<file path="src/rtl/conv_pkg.sv">
// Shared widths and types for the convolution multiply-accumulate stage.
package conv_pkg;

  localparam int DATA_W = 8;
  localparam int ACC_W  = 26;
  localparam int IDX_W  = 18;
  localparam int WIN_W  = 10;

  typedef logic signed [DATA_W-1:0]   pix_t;
  typedef logic signed [2*DATA_W-1:0] prod_t;
  typedef logic signed [ACC_W-1:0]    acc_t;
  typedef logic [WIN_W-1:0]           win_t;

  typedef struct packed {
    logic valid;
    logic first;
    logic last;
  } tag_t;

  // A window length of 0 behaves as a single-sample window.
  function automatic win_t last_index(input win_t len);
    return (len == '0) ? '0 : len - win_t'(1);
  endfunction

endpackage

</file>
<file path="src/rtl/conv_res_fifo.sv">
// Synchronous result FIFO; push into a full FIFO is only legal alongside a pop.
module conv_res_fifo
  import conv_pkg::*;
#(
  parameter int DEPTH = 8
) (
  input  logic                   clk,
  input  logic                   reset,
  input  logic                   push,
  input  logic [ACC_W-1:0]       push_data,
  input  logic                   pop,
  output logic [ACC_W-1:0]       head,
  output logic [$clog2(DEPTH):0] count,
  output logic                   full,
  output logic                   empty
);

  localparam int AW = $clog2(DEPTH);
  localparam int CW = AW + 1;

  acc_t          mem [DEPTH];
  logic [AW-1:0] wr_ptr;
  logic [AW-1:0] rd_ptr;
  logic          do_push;
  logic          do_pop;

  assign full    = (count == CW'(DEPTH));
  assign empty   = (count == '0);
  assign do_pop  = pop && !empty;
  assign do_push = push && (!full || do_pop);
  assign head    = mem[rd_ptr];

  // Pointers wrap naturally because DEPTH is a power of two.
  always_ff @(posedge clk) begin
    if (reset) begin
      wr_ptr <= '0;
      rd_ptr <= '0;
      count  <= '0;
      for (int i = 0; i < DEPTH; i++) mem[i] <= '0;
    end else begin
      if (do_push) begin
        mem[wr_ptr] <= push_data;
        wr_ptr      <= wr_ptr + AW'(1);
      end
      if (do_pop) rd_ptr <= rd_ptr + AW'(1);
      case ({do_push, do_pop})
        2'b10:   count <= count + CW'(1);
        2'b01:   count <= count - CW'(1);
        default: count <= count;
      endcase
    end
  end

  no_overflow: assert property (@(posedge clk) disable iff (reset) !(push && full && !pop));

endmodule

</file>
<file path="src/rtl/conv_window_mac.sv">
// Window multiply-accumulate with result FIFO and upstream stall.
// Define CONV_RELU_EN to clamp negative results to 0 on entry to the FIFO.
module conv_window_mac
  import conv_pkg::*;
#(
  parameter int RD_LAT     = 1,
  parameter int FIFO_DEPTH = 8
) (
  input  logic                     clk,
  input  logic                     reset,
  input  logic                     enable,
  input  logic [WIN_W-1:0]         win_len,
  input  logic signed [DATA_W-1:0] pix_data,
  input  logic signed [DATA_W-1:0] kern_data,
  input  logic                     conv_done,
  output logic                     stall,
  output logic signed [ACC_W-1:0]  res_data,
  output logic [IDX_W-1:0]         res_idx,
  output logic                     res_valid,
  input  logic                     res_ready,
  output logic                     frame_done
);

  localparam int CW = $clog2(FIFO_DEPTH) + 1;

  logic [RD_LAT-1:0] vld_dly;
  logic              in_valid;
  win_t              samp_cnt;
  logic              in_first;
  logic              in_last;

  tag_t  s1_tag;
  pix_t  s1_pix;
  pix_t  s1_kern;
  tag_t  s2_tag;
  prod_t prod;
  acc_t  acc;
  acc_t  sum;
  acc_t  push_data;
  logic  push;

  logic [CW-1:0] fifo_count;
  logic          fifo_full;
  logic          fifo_empty;
  logic          pop_fire;
  logic          done_pend;
  logic          pipe_empty;
  logic          frame_end;

  assign in_valid = vld_dly[RD_LAT-1];
  assign in_first = (samp_cnt == '0);
  assign in_last  = (samp_cnt == last_index(win_len));

  assign sum  = (s2_tag.first ? '0 : acc) + acc_t'(prod);
  assign push = s2_tag.valid && s2_tag.last;

`ifdef CONV_RELU_EN
  assign push_data = sum[ACC_W-1] ? '0 : sum;
`else
  assign push_data = sum;
`endif

  // Every sample already in flight must still find a free slot once stall rises.
  assign stall = fifo_full || ((CW'(FIFO_DEPTH) - fifo_count) <= CW'(RD_LAT + 2));

  assign res_valid  = !fifo_empty;
  assign pop_fire   = res_valid && res_ready;
  assign pipe_empty = (vld_dly == '0) && !s1_tag.valid && !s2_tag.valid;
  assign frame_end  = done_pend && pipe_empty && fifo_empty;

  // Valid delay line matching memory read latency, then operand capture and multiply.
  always_ff @(posedge clk) begin
    if (reset) begin
      vld_dly  <= '0;
      samp_cnt <= '0;
      s1_tag   <= '0;
      s1_pix   <= '0;
      s1_kern  <= '0;
      s2_tag   <= '0;
      prod     <= '0;
    end else begin
      vld_dly[0] <= enable;
      for (int i = 1; i < RD_LAT; i++) vld_dly[i] <= vld_dly[i-1];

      if (frame_end)
        samp_cnt <= '0;
      else if (in_valid)
        samp_cnt <= in_last ? '0 : samp_cnt + win_t'(1);

      s1_tag  <= '{valid: in_valid, first: in_first, last: in_last};
      s1_pix  <= pix_data;
      s1_kern <= kern_data;

      s2_tag  <= s1_tag;
      prod    <= s1_pix * s1_kern;
    end
  end

  // The accumulator restarts on each window's first product and is never clamped.
  always_ff @(posedge clk) begin
    if (reset)
      acc <= '0;
    else if (s2_tag.valid)
      acc <= sum;
  end

  // Frame completion waits until every sample of the frame has been popped.
  always_ff @(posedge clk) begin
    if (reset) begin
      done_pend  <= 1'b0;
      frame_done <= 1'b0;
      res_idx    <= '0;
    end else begin
      frame_done <= frame_end;
      done_pend  <= frame_end ? 1'b0 : (done_pend || conv_done);
      if (frame_end)
        res_idx <= '0;
      else if (pop_fire)
        res_idx <= res_idx + IDX_W'(1);
    end
  end

  conv_res_fifo #(
    .DEPTH(FIFO_DEPTH)
  ) u_fifo (
    .clk      (clk),
    .reset    (reset),
    .push     (push),
    .push_data(push_data),
    .pop      (res_ready),
    .head     (res_data),
    .count    (fifo_count),
    .full     (fifo_full),
    .empty    (fifo_empty)
  );

endmodule

</file>
<file path="config.mk">
export PLATFORM = sky130hd
export DESIGN_NAME = conv_window_mac
export DESIGN_NICKNAME = d
export VERILOG_FILES = /design/src/rtl/conv_pkg.sv /design/src/rtl/conv_res_fifo.sv /design/src/rtl/conv_window_mac.sv
export SDC_FILE = /design/constraint.sdc
export NUM_CORES = 1
export LEC_CHECK = 0
export ABC_AREA = 1
export CORE_MARGIN = 3
export CORE_UTILIZATION = 54
export DETAILED_ROUTE_END_ITERATION = 7
export GPL_TIMING_DRIVEN = 0
export HOLD_SLACK_MARGIN = 0.03
export PLACE_DENSITY = 0.75
export SLEW_MARGIN = 20
export SYNTH_ARGS = -nofsm -noshare
export SYNTH_HDL_FRONTEND = slang
export SYNTH_HIERARCHICAL = 1
export SYNTH_SLANG_ARGS = --single-unit
</file>
<file path="constraint.sdc">
create_clock -name clk -period 4.3 [get_ports clk]
set_input_delay 0.43 -clock clk [delete_from_list [all_inputs] [get_ports clk]]
set_output_delay 0.43 -clock clk [all_outputs]
set_load 0.01 [all_outputs]
</file>
==> results by group <==
Drt
  – Via count: 14000
  – First drt pass iteration count: 5
  – Drt initial violations: 975
  – Routed wire per std cell: 16.1 um
  – Routed Antenna Nets: 0
  – Drt drc: 0
  – Routed WL: 42000 um
  – Vias per Instance: 5.35

Floorplan
  – Die width: 188 um
  – Initial Utilization: 0.557
  – Boundary Pins: 78
  – Core Rows: 65
  – Core Area: 32000 um2
  – Die ar.: 35200 um2
  – Die Ht: 188 um

Critical path
  – R2R Path Start: s1_pix[7]$_SDFF_PP0_
  – Element type at the critical path start: flop
  – CP Capture Type: flop
  – Critical Path RT: 4.70 ns
  – CP startpoint: s1_pix[7]$_SDFF_PP0_
  – Buffers & Inverters on Critical Path: 6
  – Slowest stage delay, CP: 0.61 ns
  – Slowest-stage cell, CP: fa_2
  – CP Max Fanout: 8
  – CP cell instances: nand2_4 -> inv_2 -> fa_2 -> inv_2 -> fa_1 -> inv_1 -> fa_1 -> inv_1 -> fa_1 -> inv_1 -> ha_4 -> nand4_1 -> nor3_1 -> nand2_1 -> o211ai_1 -> buf_4 -> a21oi_1
  – WS Path Type: reg -> reg
  – Crit path max-delay family: adder cells
  – WP data arrival: 4.51 ns

Flow run
  – Number of max-cap violations: 0

Yosys
  – Synth async-reset ratio: 0
  – Synth Register Bits: 316
  – Top FF cell, synth: edfxtp_1
  – Largest cells by area after synthesis: edfxtp_1, dfxtp_1, nor2_1
  – Post-Synthesis Cells: 2047
  – Post-synth top area share: 0.350
  – Net count after synthesis: 2197
  – Most frequent cell after synthesis: nor2_1
  – EDFF count, synth: 208
  – Avg Inst Size Synth: 8.71 um2
  – Cell taking the most area after synthesis: edfxtp_1
  – Synthesized area: 17800 um2
  – Commonest cells in the synthesized netlist: nor2_1, nand2_1, inv_1
  – Sequential cell area fraction in the yosys report: 0.472
  – Synth warnings: 6
  – Yosys cell types: 53

STA
  – Fmax: 0.243 GHz
  – Setup TNS: 0 ns
  – Final Max Slew Viols: 0
  – Final min period: 4.11 ns
  – Clk_skew: 0.0319 ns
  – Worst-Margin Slew: 0.815 ns
  – Finish-stage setup viols: 0
  – Final period utilization: 0.956
  – Final Hold Vio Count: 0
  – Rel. slew slack: 0.455

Cells and area
  – Antenna fix cells: 0
  – Area Growth Syn to Fin: 14.2%
  – Layout Cells excl Fill: 2613
  – Layout Nets: 2301
  – Core Util, Final: 0.635
  – Share of cells above drive strength 1: 0.0781
  – Final Instance Area: 20400 um2

Clock network
  – Total CTS buffers: 35
  – H-Tree Depth: 2
  – CTS tree: built
  – Worst-path clk slew: 0.06 ns
  – # hold bufs at CTS: 0
  – Root buf cell: clkbuf_16
  – Clock Latency Late Sink: 0.53 ns
  – CTS Sinks: 316
  – Max Root-Sink Buffers: 3

Place
  – DP Area: 19200 um2
  – Port bufs: 77
  – Placer Congestion: 0.919
  – Placed insts: 2559
  – DP HPWL: 30400 um

Min path
  – HP Start: s1_tag[1]$_SDFF_PP0_
  – Worst Hold Class: reg -> reg

Power
  – Lkg Pwr: 9.03 nW
  – Design Power: 8.99 mW
  – Peak VDD IR: 0.000338 V
  – PwrDens: 442 nW/um2

Global route
  – Initial antenna violation count: 0
  – GRT Residual Overflow: 0
  – GRT Overall Usage: 0.238
  – Vias in the first global route: 14200
  – First-pass GRT wire length: 69000 um
  – Largest net degree at the start of global routing: 27

Run status
  – Status: finished, final reports clean
## worst register-to-register path: stages (launching register included)
cell	delay [ns]
dfxtp_4	0.37
nand2_4	0.09
inv_2	0.06
fa_2	0.61
inv_2	0.08
fa_1	0.54
inv_1	0.05
fa_1	0.52
inv_1	0.05
fa_1	0.52
inv_1	0.06
ha_4	0.29
nand4_1	0.13
nor3_1	0.19
nand2_1	0.07
o211ai_1	0.17
buf_4	0.17
a21oi_1	0.05
## what timing repair did
| action | in CTS | in global routing |
|---|---|---|
| gates resized for setup | 9 | 37 |
| endpoints found under the setup margin | 6 | 7 |
| setup buffers | 2 | 3 |
| pin swaps | 1 | 7 |
## per-stage QoR
step	setup WS [ns]	hold slack, ns
3_3_place_gp	-0.210	0.392
3_5_place_dp	-0.285	0.401
5_1_grt	-0.0221	0.428
2_1_floorplan	0.151	0.388
4_1_cts	0.00230	0.405
6_report	0.188	0.402
## area by class of cell
class	count	area, um2
Buffer	68	358
Clock buffer	46	937
Clock inverter	18	163
Fill cell	2670	11700
Inverter	323	1220
Multi-Input combinational cell	1325	7890
Sequential cell	316	8440
Tap cell	435	544
Timing Repair Buffer	82	808
## state kept, by name (all words and copies together), names as in the netlist, named ones only
name,flops
u_fifo/mem,208
acc,26
res_idx,18
prod,16
samp_cnt,10
s1_kern,8
s1_pix,8
u_fifo/count,4
s1_tag,3
s2_tag,3
u_fifo/rd_ptr,3
u_fifo/wr_ptr,3
done_pend,1
frame_done,1
in_valid,1
## kinds of logic (layout without fill, tap and decap cells)
family | Yosys count | after routing | share of synthesized area
adders and majority gates | 119 | 119 | 0.107
AOI/OAI and AO/OA | 274 | 274 | 0.0835
buffers and inverters | 406 | 537 | 0.0913
xor gates and xnor gates | 40 | 40 | 0.0196
and+or+nand+nor | 840 | 840 | 0.197
DFF | 316 | 316 | 0.472
muxes | 52 | 52 | 0.0292
## path summary, 6_finish.rpt
path	depth (start not counted)	endpoint	slack (ns)
min reg2reg	2	s2_tag[1]$_SDFF_PP0_	0.40
max reg2reg	17	prod[15]$_SDFF_PP0_	0.19
min	2	s2_tag[1]$_SDFF_PP0_	0.40
max	17	prod[15]$_SDFF_PP0_	0.19
## cell usage in the layout, fill, tap and decap left out, types with 6 or more instances in the layout
cell type | Yosys | final
nor2_1 | 383 | 382
nand2_1 | 327 | 318
inv_1 | 313 | 310
edfxtp_1 | 208 | 208
o21ai_0 | 109 | 105
dfxtp_1 | 108 | 93
a21oi_1 | 90 | 85
clkdlybuf4s50_1 | 0 | 77
ha_1 | 62 | 58
fa_1 | 57 | 56
mux2i_1 | 52 | 52
o22ai_1 | 52 | 52
nand3_1 | 49 | 49
clkbuf_1 | 51 | 45
clkbuf_16 | 0 | 35
xor2_1 | 28 | 28
nand4_1 | 20 | 20
nand2_2 | 6 | 14
buf_2 | 13 | 13
nor2_2 | 12 | 13
xnor2_1 | 12 | 12
nor3_1 | 11 | 11
dfxtp_2 | 0 | 11
buf_4 | 5 | 10
buf_6 | 9 | 9
clkinv_2 | 1 | 9
inv_2 | 5 | 7
nand2_4 | 6 | 7
clkinv_1 | 4 | 7
nor4_1 | 6 | 6
## metal layers
| metal | GRT usage | wire length [um] | up-vias |
|---|---|---|---|
| met2 | 0.437 | 21800 | 476 |
| met4 | 0.0756 | 1080 | 0 |
| met5 | 0 | 0 | - |
| li1 | - | - | 6813 |
| met1 | 0.291 | 16600 | 6602 |
| met3 | 0.0295 | 2620 | 91 |
## report_power, final
part	total [mW]	switching (mW)	leakage [nW]	internal (mW)
registers	3.50	0.116	3.03	3.39
clock network	2.83	1.21	0.542	1.62
logic	2.65	1.68	5.46	0.969
total	8.99	3.01	9.03	5.98
No activity file was read; power rests on OpenSTA's default activity.
